$ cat config.mk
export PLATFORM = sky130hd
export DESIGN_NAME = multicycle_main_control
export DESIGN_NICKNAME = d
export VERILOG_FILES = /design/src/rtl/multicycle_main_control.sv
export SDC_FILE = /design/constraint.sdc
export NUM_CORES = 1
export LEC_CHECK = 0
export CAP_MARGIN = 20
export CORE_MARGIN = 8
export CORE_UTILIZATION = 50
export CTS_CLUSTER_SIZE = 28
export DETAILED_ROUTE_END_ITERATION = 12
export GPL_TIMING_DRIVEN = 0
export PLACE_DENSITY = 0.84
export SYNTH_ARGS = -nofsm -noshare
export SYNTH_HDL_FRONTEND = slang
export SYNTH_SLANG_ARGS = --single-unit
$ cat constraint.sdc
create_clock -name clk -period 3.47 [get_ports clk]
set_input_delay 0.5205 -clock clk [delete_from_list [all_inputs] [get_ports clk]]
set_output_delay 0.5205 -clock clk [all_outputs]
set_load 0.02 [all_outputs]
$ cat src/rtl/multicycle_main_control.sv
// Multi-cycle main control FSM for a 16-bit datapath.
// Fetches one instruction per pass, decodes opcode[15:12] and sequences the
// datapath enables. Memory states stall on mem_ready. Outputs are decoded from
// the registered state. The only exceptions are FETCH's ir_write/pc_write,
// which also require mem_ready.
// Optional: define MAIN_CTRL_TRAP_EN to send illegal opcodes to a sticky TRAP
// state and expose the trap port. Without it, an illegal opcode is a NOP.
//
// state    | meaning
// IDLE     | post-reset, all outputs 0
// FETCH    | read instruction at PC, PC += 1 when memory is ready
// DECODE   | branch target precompute, dispatch on opcode
// MEM_ADDR | effective address for lw/sw
// MEM_RD   | lw data read, waits for memory
// MEM_WB   | lw write-back (retires)
// MEM_WR   | sw data write, waits for memory (retires)
// R_EXEC   | R-type ALU operation using func
// R_WB     | R-type write-back to rd (retires)
// I_EXEC   | immediate ALU operation
// I_WB     | immediate write-back to rt (retires)
// BRANCH   | beq compare and conditional PC load (retires)
// JUMP     | PC load from jump target (retires)
// TRAP     | illegal opcode, held until reset
module multicycle_main_control #(
    parameter int OPW    = 4,
    parameter int AOPW   = 3,
    parameter int RCNT_W = 16
) (
    input  logic              clk,
    input  logic              rst_n,
    input  logic [OPW-1:0]    opcode,
    input  logic              mem_ready,
    input  logic              zero,
    output logic              mem_read,
    output logic              mem_write,
    output logic              iord,
    output logic              ir_write,
    output logic              pc_write,
    output logic              pc_write_cond,
    output logic [1:0]        pc_source,
    output logic              alu_src_a,
    output logic [1:0]        alu_src_b,
    output logic [AOPW-1:0]   aluop,
    output logic              reg_write,
    output logic              reg_dst,
    output logic              mem_to_reg,
    output logic [RCNT_W-1:0] retired
`ifdef MAIN_CTRL_TRAP_EN
    ,
    output logic              trap
`endif
);

    typedef enum logic [3:0] {
        IDLE, FETCH, DECODE, MEM_ADDR, MEM_RD, MEM_WB, MEM_WR,
        R_EXEC, R_WB, I_EXEC, I_WB, BRANCH, JUMP, TRAP
    } state_t;

    localparam logic [OPW-1:0] OP_R    = OPW'(4'b0000);
    localparam logic [OPW-1:0] OP_LW   = OPW'(4'b0001);
    localparam logic [OPW-1:0] OP_SW   = OPW'(4'b0010);
    localparam logic [OPW-1:0] OP_BEQ  = OPW'(4'b0011);
    localparam logic [OPW-1:0] OP_ADDI = OPW'(4'b0100);
    localparam logic [OPW-1:0] OP_ANDI = OPW'(4'b0101);
    localparam logic [OPW-1:0] OP_ORI  = OPW'(4'b0110);
    localparam logic [OPW-1:0] OP_SLTI = OPW'(4'b0111);
    localparam logic [OPW-1:0] OP_J    = OPW'(4'b1000);

    localparam logic [AOPW-1:0] ALU_ADD = AOPW'(3'b001);
    localparam logic [AOPW-1:0] ALU_SUB = AOPW'(3'b010);
    localparam logic [AOPW-1:0] ALU_AND = AOPW'(3'b011);
    localparam logic [AOPW-1:0] ALU_RT  = AOPW'(3'b100);
    localparam logic [AOPW-1:0] ALU_OR  = AOPW'(3'b101);
    localparam logic [AOPW-1:0] ALU_SLT = AOPW'(3'b110);

    state_t              state_q, state_d;
    logic [OPW-1:0]      opc_q, opc_d;
    logic [RCNT_W-1:0]   retired_q, retired_d;
    logic                retire;

    // zero only matters to the datapath, where it qualifies pc_write_cond
    logic unused_zero;
    assign unused_zero = zero;

    // Next state, opcode latch and retire counter
    always_comb begin
        state_d = state_q;
        opc_d   = opc_q;
        retire  = 1'b0;
        case (state_q)
            IDLE:     state_d = FETCH;
            FETCH:    if (mem_ready) state_d = DECODE;
            DECODE: begin
                opc_d = opcode;
                case (opcode)
                    OP_R:                          state_d = R_EXEC;
                    OP_LW, OP_SW:                  state_d = MEM_ADDR;
                    OP_BEQ:                        state_d = BRANCH;
                    OP_ADDI, OP_ANDI, OP_ORI,
                    OP_SLTI:                       state_d = I_EXEC;
                    OP_J:                          state_d = JUMP;
`ifdef MAIN_CTRL_TRAP_EN
                    default:                       state_d = TRAP;
`else
                    default:                       state_d = FETCH;
`endif
                endcase
            end
            MEM_ADDR: state_d = (opc_q == OP_LW) ? MEM_RD : MEM_WR;
            MEM_RD:   if (mem_ready) state_d = MEM_WB;
            MEM_WR: begin
                if (mem_ready) begin
                    retire  = 1'b1;
                    state_d = FETCH;
                end
            end
            R_EXEC:   state_d = R_WB;
            I_EXEC:   state_d = I_WB;
            MEM_WB, R_WB, I_WB, BRANCH, JUMP: begin
                retire  = 1'b1;
                state_d = FETCH;
            end
            TRAP:     state_d = TRAP;
            default:  state_d = IDLE;
        endcase
        retired_d = retired_q + RCNT_W'(retire);
    end

    // Datapath enables decoded from the current state
    always_comb begin
        mem_read      = 1'b0;
        mem_write     = 1'b0;
        iord          = 1'b0;
        ir_write      = 1'b0;
        pc_write      = 1'b0;
        pc_write_cond = 1'b0;
        pc_source     = 2'b00;
        alu_src_a     = 1'b0;
        alu_src_b     = 2'b00;
        aluop         = (state_q == IDLE) ? '0 : ALU_ADD;
        reg_write     = 1'b0;
        reg_dst       = 1'b0;
        mem_to_reg    = 1'b0;
        case (state_q)
            FETCH: begin
                mem_read  = 1'b1;
                alu_src_b = 2'b01;
                ir_write  = mem_ready;
                pc_write  = mem_ready;
            end
            DECODE:   alu_src_b = 2'b10;
            MEM_ADDR: begin
                alu_src_a = 1'b1;
                alu_src_b = 2'b10;
            end
            MEM_RD: begin
                mem_read = 1'b1;
                iord     = 1'b1;
            end
            MEM_WB: begin
                reg_write  = 1'b1;
                mem_to_reg = 1'b1;
            end
            MEM_WR: begin
                mem_write = 1'b1;
                iord      = 1'b1;
            end
            R_EXEC: begin
                alu_src_a = 1'b1;
                aluop     = ALU_RT;
            end
            R_WB: begin
                reg_write = 1'b1;
                reg_dst   = 1'b1;
            end
            I_EXEC: begin
                alu_src_a = 1'b1;
                case (opc_q)
                    OP_ANDI: begin alu_src_b = 2'b11; aluop = ALU_AND; end
                    OP_ORI:  begin alu_src_b = 2'b11; aluop = ALU_OR;  end
                    OP_SLTI: begin alu_src_b = 2'b10; aluop = ALU_SLT; end
                    default: begin alu_src_b = 2'b10; aluop = ALU_ADD; end
                endcase
            end
            I_WB:     reg_write = 1'b1;
            BRANCH: begin
                alu_src_a     = 1'b1;
                aluop         = ALU_SUB;
                pc_write_cond = 1'b1;
                pc_source     = 2'b01;
            end
            JUMP: begin
                pc_write  = 1'b1;
                pc_source = 2'b10;
            end
            default: ;
        endcase
    end

    assign retired = retired_q;
`ifdef MAIN_CTRL_TRAP_EN
    assign trap = (state_q == TRAP);
`endif

    // State, latched opcode and retired counter
    always_ff @(posedge clk or negedge rst_n) begin
        if (!rst_n) begin
            state_q   <= IDLE;
            opc_q     <= '0;
            retired_q <= '0;
        end else begin
            state_q   <= state_d;
            opc_q     <= opc_d;
            retired_q <= retired_d;
        end
    end

endmodule
==> results of run 1 <==
==> registers in the layout (all words and copies together) (netlist names) <==
register	cells
state_q	4
opc_q	4
retired	16
==> where the power goes <==
part,internal (mW),switching [mW]
combinational,0.412,0.501
clock,0.0404,0.0708
sequential,0.363,0.0928
==> placed cells by master, fill, tap and decap left out, drive strengths merged, types with 2 or more instances in the layout <==
master,Yosys,layout
a211oi,2,2
o21ai,4,4
nand4,3,3
dfrtp,24,24
nor3,9,9
nand3,8,8
buf,8,9
mux2,4,4
nand2b,6,6
clkbuf,2,5
xnor2,13,13
and3,3,3
nor2,11,11
o22ai,2,2
xor2,3,3
clkdlybuf4s50,0,39
nand2,11,11
ha,2,2
inv,3,3
a31oi,3,3
a21oi,9,9
and4,2,2
nor2b,5,5
==> kinds of logic (layout without fill, tap and decap cells) <==
logic type	after synthesis	count (layout)	share of synthesized area, %
buffers and inverters	13	56	4.63
adder cells (fa/ha/maj)	2	2	1.82
AO/OA/AOI/OAI	25	25	11.2
multiplexers	4	4	3.27
AND/OR/NAND/NOR	64	64	25.3
flip-flops	24	24	43.6
XOR/XNOR	16	16	10.2
==> area by class of cell <==
type	count	area share [%]
Timing Repair Buffer	40	22.5
Sequential cell	24	32.3
Multi-Input combinational cell	111	38.4
Inverter	3	0.606
Tap cell	31	2.09
Clock buffer	3	1.21
Buffer	10	2.83
==> layer usage <==
layer / vias up / part of all wire, %
li1: 617 / -
met1: 591 / 41
met2: 41 / 49
met3: 6 / 8.4
met4: 0 / 1.4
met5: - / 0
==> worst reg2reg max path: cells and delay by family (launching register included) <==
kind,cells,cell delay (ns)
buffers and inverters,3,0.79
adder cells (fa/ha/maj),2,0.49
flip-flops,1,0.42
AND/OR/NAND/NOR,2,0.27
AO/OA/AOI/OAI,2,0.23
XOR/XNOR,1,0.18
==> worst paths after layout <==
check	endpoint	slack, ns	cells past startpoint
setup / recovery	alu_src_a	0.74	5
hold / removal	retired[5]$_DFF_PN0_	0.47	1
setup reg to reg	retired[8]$_DFF_PN0_	1.02	10
hold reg to reg	retired[15]$_DFF_PN0_	0.51	1
max in group asynchronous	retired[13]$_DFF_PN0_	2.62	2
min in group clk	retired[15]$_DFF_PN0_	0.51	1
==> per-stage QoR <==
stage / hold slack (ns) / instances
floorplan: 0.225 / 148
global placement: 0.463 / 218
detailed placement: 0.495 / 218
CTS: 0.517 / 221
global route: 0.461 / 222
finish: 0.468 / 222
==> qor.yml, run 1 <==
outcome: "completed"
nFillCells: 220
required_ns: 2.95
async_flop_share_pct: 100
final_cell_area_um2: 1860
core_um2: 2690
grt_use_total_pct: 15.7
synthTopCellsByCount: "24 x dfrtp_1, 13 x xnor2_1, 11 x nand2_1, 11 x nor2_1, 9 x a21oi_1"
dp_hpwl_um: 2790
root_buffer: "clkbuf_4"
htreeDepth: 1
ys_ff_latch: 24
vias_per_cell: 5.65
grt_max_degree: 25
rsz0062_at_grt: "no"
worstSetupPathType: "flip-flop to output port"
nets: 203
ys.flop_type: "dfrtp_1"
cts_setup_buffers: 0
hold_viol: 0
dieArea_um2: 4690
fin_util_pct: 69.1
path_max_fanout: 10
synthTopCellsByArea: "dfrtp_1 44%, xnor2_1 8.3%, a21oi_1 3.3%"
numCtsBuffers: 3
clock_latency_ns: 0.30
fin_crit_sh_pct: 78.7
relSlewSlack_pct: 73.6
p_leak_nw: 0.757
met1_usage_pct: 17.2
die_y_um: 68.5
yosys.area.top_type: "dfrtp_1"
syn_inst: 148
clk_pin_slew_ns: 0.11
antenna_found_initial: 0
cp_slowest_cell: "clkdlybuf4s50_1"
yosysWarnings: 0
min_period_ns: 2.73
worst_slew_pin_slew_ns: 0.395
setup_violations: 0
hold_class: "input pin to async pin"
finalMaxSlewViolations: 0
routed_wl_um: 3540
drive_gt1_share_pct: 9.42
rows: 19
fin_skew_ns: 0.00233
cp_num_buf_inv: 3
start_util_pct: 51.3
critPathTopFamily: "buffers and inverters"
wl_per_cell_um: 15.9
first_iter_violations: 114
finalPower_mw: 1.48
cp_slowest_stage_delay_ns: 0.62
cts_tree: "built"
ios: 41
gp_congestion: 0.829
grt_pass1_wl_um: 5670
yosysMostFrequentCell: "dfrtp_1"
multiInputGateArea_um2: 713
dp_slack_ns: 0.871
cp-end-kind: "output port"
max_freq_mhz: 366
n_antenna_cell: 0
critPathLaunchType: "flip-flop"
cap_violations: 0
fp.dieW_um: 68.5
top_usage_layer: "met2"
place_area_um2: 1810
grtUsageMet3_pct: 3.55
ys_seq_area_share_pct: 43.6
ctsHoldBuffers: 0
remaining_drc_errors: 0
first_pass_iters: 4
syn-num-nets: 158
clock_path_buffers: 2
final.setup.tns_ns: 0
overflow: 0
ant_nets: 0
setup_ws_ns: 0.739
port_buffers: 39
r2r-start: "state_q[1]$_DFFE_PN0P_"
vias: 1255
syn_area_per_cell_um2: 9.31
cp-startpoint: "state_q[0]$_DFFE_PN0P_"
cts_resized: 0
grt_pass1_vias: 1233
cp.arrival_ns: 2.21
clock_sinks: 24
power_density_nw_per_um2: 797
syn_area_um2: 1380
ys_types: 35
vdd_drop_max_v: 0.000611
syn_to_final_growth_pct: 34.8
crit_chain: "buf_2 > clkbuf_1 > o21ai_0 > a21oi_1 > clkdlybuf4s50_1"
regArea_um2: 601
synth_top_area_share_pct: 43.6
synth_edf_count: 0
gr-usage-met2_pct: 28.3
Note: power is estimated with default switching activity, not from simulation.
==> run 2, diff against run 1 <==
Settings changed: CORE_UTILIZATION 50 to 42, PLACE_DENSITY 0.84 to 0.75.
Clock period 3.47 ns to 2.5 ns, I/O delays scaled along.
==> run 2 against run 1 <==
Net effect:
- final area is 3.0% higher
- clock-buffer cell count is 1 higher
- die area is 14% higher
- sequential share of layout area is 0.89 points lower
- combinational power is 39% higher
- largest power group unchanged
- highest routed layer unchanged
==> qor.yml, run 2 (synthesis gave the netlist of run 1 again) <==
outcome: "completed"
largest_reg_flops: 16  # unchanged
r2r-start: "state_q[3]$_DFFE_PN0P_"
antenna_found_initial: 0  # unchanged
ant_nets: 0  # unchanged
fin_crit_sh_pct: 95.1
first_pass_iters: 5  # +1
grt_use_total_pct: 13.5  # -2.2 points
place_area_um2: 1820  # +0.90%
grt_pass1_vias: 1255  # +1.8%
hold_viol: 0  # unchanged
nFillCells: 291  # +32%
min_period_ns: 2.38
root_buffer: "clkbuf_4"
worst_slew_pin_slew_ns: 0.320  # -0.0752 ns
die_y_um: 73.3  # +7.0%
wl_per_cell_um: 14.4  # -9.4%
cts_tree: "built"
mostFrequentLayoutCell: "clkdlybuf4s50_1"
overflow: 0  # unchanged
first_iter_violations: 139  # +22%
fin_skew_ns: 0.00274  # +0.000411 ns
crit_chain: "clkbuf_2 > clkbuf_4 > nor3_1 > clkdlybuf4s50_1"
clk_pin_slew_ns: 0.12  # about the same
final_cell_area_um2: 1910  # +3.0%
grt_pass1_wl_um: 5890  # +3.8%
critPathTopFamily: "buffers and inverters"
required_ns: 2.12  # -0.83 ns
worstSetupPathType: "flip-flop to output port"
clock_path_buffers: 2  # unchanged
critPathLaunchType: "flip-flop"
syn_to_final_growth_pct: 38.9
vdd_drop_max_v: 0.000568  # -7.1%
max_freq_mhz: 421
cp_num_buf_inv: 3  # unchanged
grt_max_degree: 25  # unchanged
port_buffers: 39  # unchanged
nets: 203  # unchanged
cp_slowest_stage_delay_ns: 0.64  # +0.02 ns
dp_hpwl_um: 2640  # -5.3%
regArea_um2: 602  # +0.21%
drive_gt1_share_pct: 12.5  # +3.1 points
core_um2: 3080  # +15%
n_antenna_cell: 0  # unchanged
cp.arrival_ns: 2.00  # -0.21 ns
vias: 1217  # -3.0%
rsz0062_at_grt: "no"
final.setup.tns_ns: 0  # unchanged
fp.dieW_um: 73.3  # +7.0%
hold_class: "input pin to async pin"
clock_latency_ns: 0.30  # about the same
cp-end-kind: "output port"
rrSetupSlack_ns: 0.19  # -0.83 ns
remaining_drc_errors: 0  # unchanged
clock_sinks: 24  # unchanged
setup_violations: 0  # unchanged
p_leak_nw: 0.850  # +12%
htreeDepth: 1  # unchanged
final_cell_mix: "33 x clkdlybuf4s50_1, 23 x dfrtp_1, 13 x xnor2_1, 11 x nand2_1, 10 x nor2_1"
finalMaxSlewViolations: 0  # unchanged
routed_wl_um: 3410  # -3.7%
cp_slowest_cell: "clkdlybuf4s50_1"
multiInputGateArea_um2: 718  # +0.70%
cap_violations: 0  # unchanged
vias_per_cell: 5.16  # -8.8%
rows: 20  # +1
dieArea_um2: 5370  # +14%
path_max_fanout: 10  # unchanged
power_density_nw_per_um2: 1090  # +37%
start_util_pct: 44.8  # -6.5 points
cp-startpoint: "state_q[1]$_DFFE_PN0P_"
numCtsBuffers: 3  # unchanged
gp_congestion: 0.882  # +6.4%
relSlewSlack_pct: 78.6  # +4.9 points
ios: 41  # unchanged
[run 2: changes by cell type in the layout (fill, tap and decap cells not counted), sizes merged]
| cell | change |
|---|---|
| clkbuf | +2 |
| buf | -1 |
| dlymetal6s2s | +6 |
| clkdlybuf4s50 | -6 |
[run 2: what timing repair did]
action,4_1_cts,5_1_grt
buffers inserted,0,0
gates cloned,0,0
resized for setup,2,10
hold buffers,0,0
endpoints found under the setup margin,5,11
[run 2: path summary, 6_finish.rpt]
check / endpoint / cells past startpoint
hold / removal: retired[8]$_DFF_PN0_ / 1
min in group clk: retired[15]$_DFF_PN0_ / 1
hold reg to reg: retired[15]$_DFF_PN0_ / 1
max in group asynchronous: state_q[2]$_DFFE_PN0P_ / 2
setup reg to reg: retired[10]$_DFF_PN0_ / 11
setup / recovery: pc_source[1] / 4
[run 2: power breakdown]
part           internal [mW]  total [mW]  switching, mW
logic                  0.576        1.27          0.693
registers              0.506       0.628          0.122
clock network         0.0887       0.195          0.106
[run 2: cell type report]
class                      instances  area share, %
tap                               44           2.88
sequential                        24           31.5
buffer                            10           3.01
multi-input combinational        111           37.5
inverter                           3          0.589
timing repair buffer              40           22.6
clock buffer                       4           1.90
[run 2: routing by layer]
metal | vias up | global-route usage (%) | share of wire [%]
met5 | - | 0 | 0
met4 | 0 | 4.22 | 1.0
met3 | 4 | 5.31 | 9.8
met2 | 45 | 21.5 | 46
met1 | 554 | 16.1 | 43
li1 | 614 | - | -
[run 2: worst register-to-register path, cell delays in order, from the launching register on]
cell and delay (ns):
dfrtp_1 0.38, buf_2 0.16, buf_2 0.19, nor2_2 0.18, a21oi_1 0.09, a21oi_1 0.20, ha_2 0.24, ha_1 0.21
and3_1 0.16, buf_2 0.15, nand3_1 0.10, xnor2_1 0.14
[run 2: stage by stage]
stage | util, % | hold slack, ns | setup WS [ns] | cells | power [mW]
floorplan | - | 0.0794 | 0.185 | 148 | 1.41
global placement | 59.2 | 0.465 | 0.0919 | 231 | 1.87
detailed placement | 59.2 | 0.466 | 0.0632 | 231 | 1.90
CTS | 60.5 | 0.491 | 0.0251 | 235 | 2.10
global route | 62.2 | 0.315 | 0.00316 | 236 | 2.26
finish | 62.2 | 0.315 | 0.123 | 236 | 2.09
==> run 3, diff against run 2 <==
--- a/config.mk
+++ b/config.mk
@@ -7,3 +7,3 @@
 export LEC_CHECK = 0
-export CAP_MARGIN = 20
+export CAP_MARGIN = 10
 export CORE_MARGIN = 8
@@ -12,3 +12,2 @@
 export DETAILED_ROUTE_END_ITERATION = 12
-export GPL_TIMING_DRIVEN = 0
 export PLACE_DENSITY = 0.75
--- a/constraint.sdc
+++ b/constraint.sdc
@@ -3,2 +3,2 @@
 set_output_delay 0.375 -clock clk [all_outputs]
-set_load 0.02 [all_outputs]
+set_load 0.05 [all_outputs]
==> run 3 against run 2 <==
Net effect:
- via count increased by 0.16%
- sequential cell count unchanged
- largest power group unchanged
- clock-buffer cell count is 1 lower
- critical path type is now flip-flop to flip-flop
- highest routed layer unchanged
==> qor.yml, run 3 (synthesis gave the netlist of run 1 again) <==
cp-end-kind: "flip-flop"
cap_violations: 0  # unchanged
required_ns: 2.69  # +0.57 ns
path_max_fanout: 9  # -1
worst_slew_pin_slew_ns: 0.530  # +0.210 ns
grt_use_total_pct: 13.1  # -0.38 points
cp.arrival_ns: 2.45  # +0.45 ns
syn_to_final_growth_pct: 31.6
core_um2: 3080  # unchanged
max_freq_mhz: 443  # +5.3%
vias_per_cell: 5.30  # +2.8%
start_util_pct: 44.8  # unchanged
fin_cells: 230  # -2.5%
p_leak_nw: 0.764  # -10%
final.setup.tns_ns: 0  # unchanged
port_buffers: 39  # unchanged
htreeDepth: 1  # unchanged
dp_cells: 227  # -1.7%
ant_nets: 0  # unchanged
dieArea_um2: 5370  # unchanged
nets: 198  # -2.5%
grt_max_degree: 25  # unchanged
clock_sinks: 24  # unchanged
finalPower_mw: 2.38  # +14%
die_y_um: 73.3  # unchanged
finalMaxSlewViolations: 0  # unchanged
numCtsBuffers: 3  # unchanged
cts_setup_buffers: 0  # unchanged
remaining_drc_errors: 0  # unchanged
comb_power_share_pct: 65.2  # +4.5 points
fin_skew_ns: 0.00430  # +0.00155 ns
n_antenna_cell: 0  # unchanged
antenna_found_initial: 0  # unchanged
wl_per_cell_um: 14.5  # +0.29%
grt_pass1_vias: 1188  # -5.3%
first_pass_iters: 4  # -1
rows: 20  # unchanged
hold_viol: 0  # unchanged
cts_tree: "built"
gp_congestion: 0.802  # -9.1%
grt_pass1_wl_um: 5660  # -3.9%
pwr-share-seq_pct: 28.2  # -1.8 points
final_cell_mix: "23 x dfrtp_1, 22 x clkdlybuf4s50_1, 21 x buf_4, 13 x xnor2_1, 11 x nand2_1"
p_int_mw: 1.10  # -5.8%
routed_wl_um: 3330  # -2.3%
rrSetupSlack_ns: 0.24  # +0.05 ns
clock_path_buffers: 2  # unchanged
mostFrequentLayoutCell: "dfrtp_1"
vias: 1219  # +0.16%
ff2ff_path_depth: 9  # -2
vdd_drop_max_v: 0.000818  # +44%
dp_hpwl_um: 2550  # -3.3%
root_buffer: "clkbuf_4"
worstSetupPathType: "flip-flop to flip-flop"
fp.dieW_um: 73.3  # unchanged
rr_endpoint: "retired[10]$_DFF_PN0_"
r2r-start: "state_q[2]$_DFFE_PN0P_"
nFillCells: 298  # +2.4%
hold_class: "input pin to async pin"
drive_gt1_share_pct: 17.7  # +5.2 points
critPathLaunchType: "flip-flop"
ios: 41  # unchanged
outcome: "completed"
power_density_nw_per_um2: 1310  # +20%
clk_pin_slew_ns: 0.11  # about the same
p_switching_mw: 1.27  # +38%
setup_violations: 0  # unchanged
ctsHoldBuffers: 0  # unchanged
switching_share_pct: 53.5  # +9.5 points
rsz0062_at_grt: "no"
overflow: 0  # unchanged
min_period_ns: 2.26  # -0.119 ns
largest_reg_flops: 16  # unchanged
fin_crit_sh_pct: 90.3  # -4.8 points
relSlewSlack_pct: 64.6  # -14 points
clock_latency_ns: 0.30  # about the same
p_clk_share_pct: 6.6  # -2.7 points
first_iter_violations: 143  # +2.9%
[run 3: changes by cell type in the layout (fill, tap and decap cells not counted)]
cell,before,now
buf_4,2,21
clkdlybuf4s50_1,33,22
dlymetal6s2s_1,6,0
buf_2,5,0
clkbuf_2,2,0
buf_12,0,1
buf_16,1,0
clkbuf_4,4,3
clkbuf_8,1,0
dlygate4sd2_1,0,1
ha_1,1,2
ha_2,1,0
[run 3: power by group through the flow]
stage,Clock [mW],Combinational [mW],Sequential [mW]
floorplan,0,0.986,0.782
global placement,0,1.53,0.663
detailed placement,0,1.56,0.673
CTS,0.170,1.56,0.666
global route,0.181,1.66,0.691
finish,0.156,1.55,0.671
[run 3: layer usage]
layer | part of all wire (%) | up-vias | GRT usage [%]
li1 | - | 603 | -
met1 | 45 | 575 | 15.7
met2 | 46 | 37 | 21.0
met3 | 8.4 | 4 | 4.35
met4 | 1.3 | 0 | 5.33
met5 | 0 | - | 0
[run 3: cell type report]
class	count	area, um2	area share (%)
multi-input cells	111	716	39.5
flip-flops and latches	24	602	33.2
inverters	3	11.3	0.621
repair buffers	45	407	22.4
clock buffers	3	22.5	1.24
well taps	44	55.1	3.04
[run 3: worst max path at each step]
| stage | from | to | slack (ns) | cells past startpoint |
|---|---|---|---|---|
| after floorplan | state_q[3]$_DFFE_PN0P_ | retired[10]$_DFF_PN0_ | 0.02 | 11 |
| after global placement | state_q[3]$_DFFE_PN0P_ | retired[10]$_DFF_PN0_ | 0.22 | 8 |
| after detailed placement | state_q[3]$_DFFE_PN0P_ | retired[14]$_DFF_PN0_ | 0.14 | 8 |
| after CTS | state_q[3]$_DFFE_PN0P_ | retired[10]$_DFF_PN0_ | 0.12 | 8 |
| after global routing | state_q[2]$_DFFE_PN0P_ | retired[10]$_DFF_PN0_ | 0.07 | 9 |
| final | state_q[2]$_DFFE_PN0P_ | retired[10]$_DFF_PN0_ | 0.24 | 9 |
[run 3: repair_timing]
action / in CTS / in global routing
resized for setup: 1 / 1
gates cloned: 0 / 0
setup endpoints to repair: 1 / 4
pin swaps: 0 / 0
[run 3: metrics by stage]
step	hold WS, ns	area [um2]	util (%)	worst slack, ns
floorplan	0.0794	1380	-	0.0178
global placement	0.465	1790	58.2	0.220
detailed placement	0.462	1790	58.2	0.144
CTS	0.399	1810	58.9	0.116
global route	0.447	1810	58.9	0.0690
finish	0.412	1810	58.9	0.242
[run 3: worst max-delay path, stage by stage, from the launching register on]
cell	delay, ns
dfrtp_1	0.50
nand2b_1	0.13
nor2_2	0.16
a21oi_1	0.09
a21oi_1	0.22
ha_1	0.26
ha_1	0.22
and3_1	0.29
nand3_1	0.12
xnor2_1	0.14
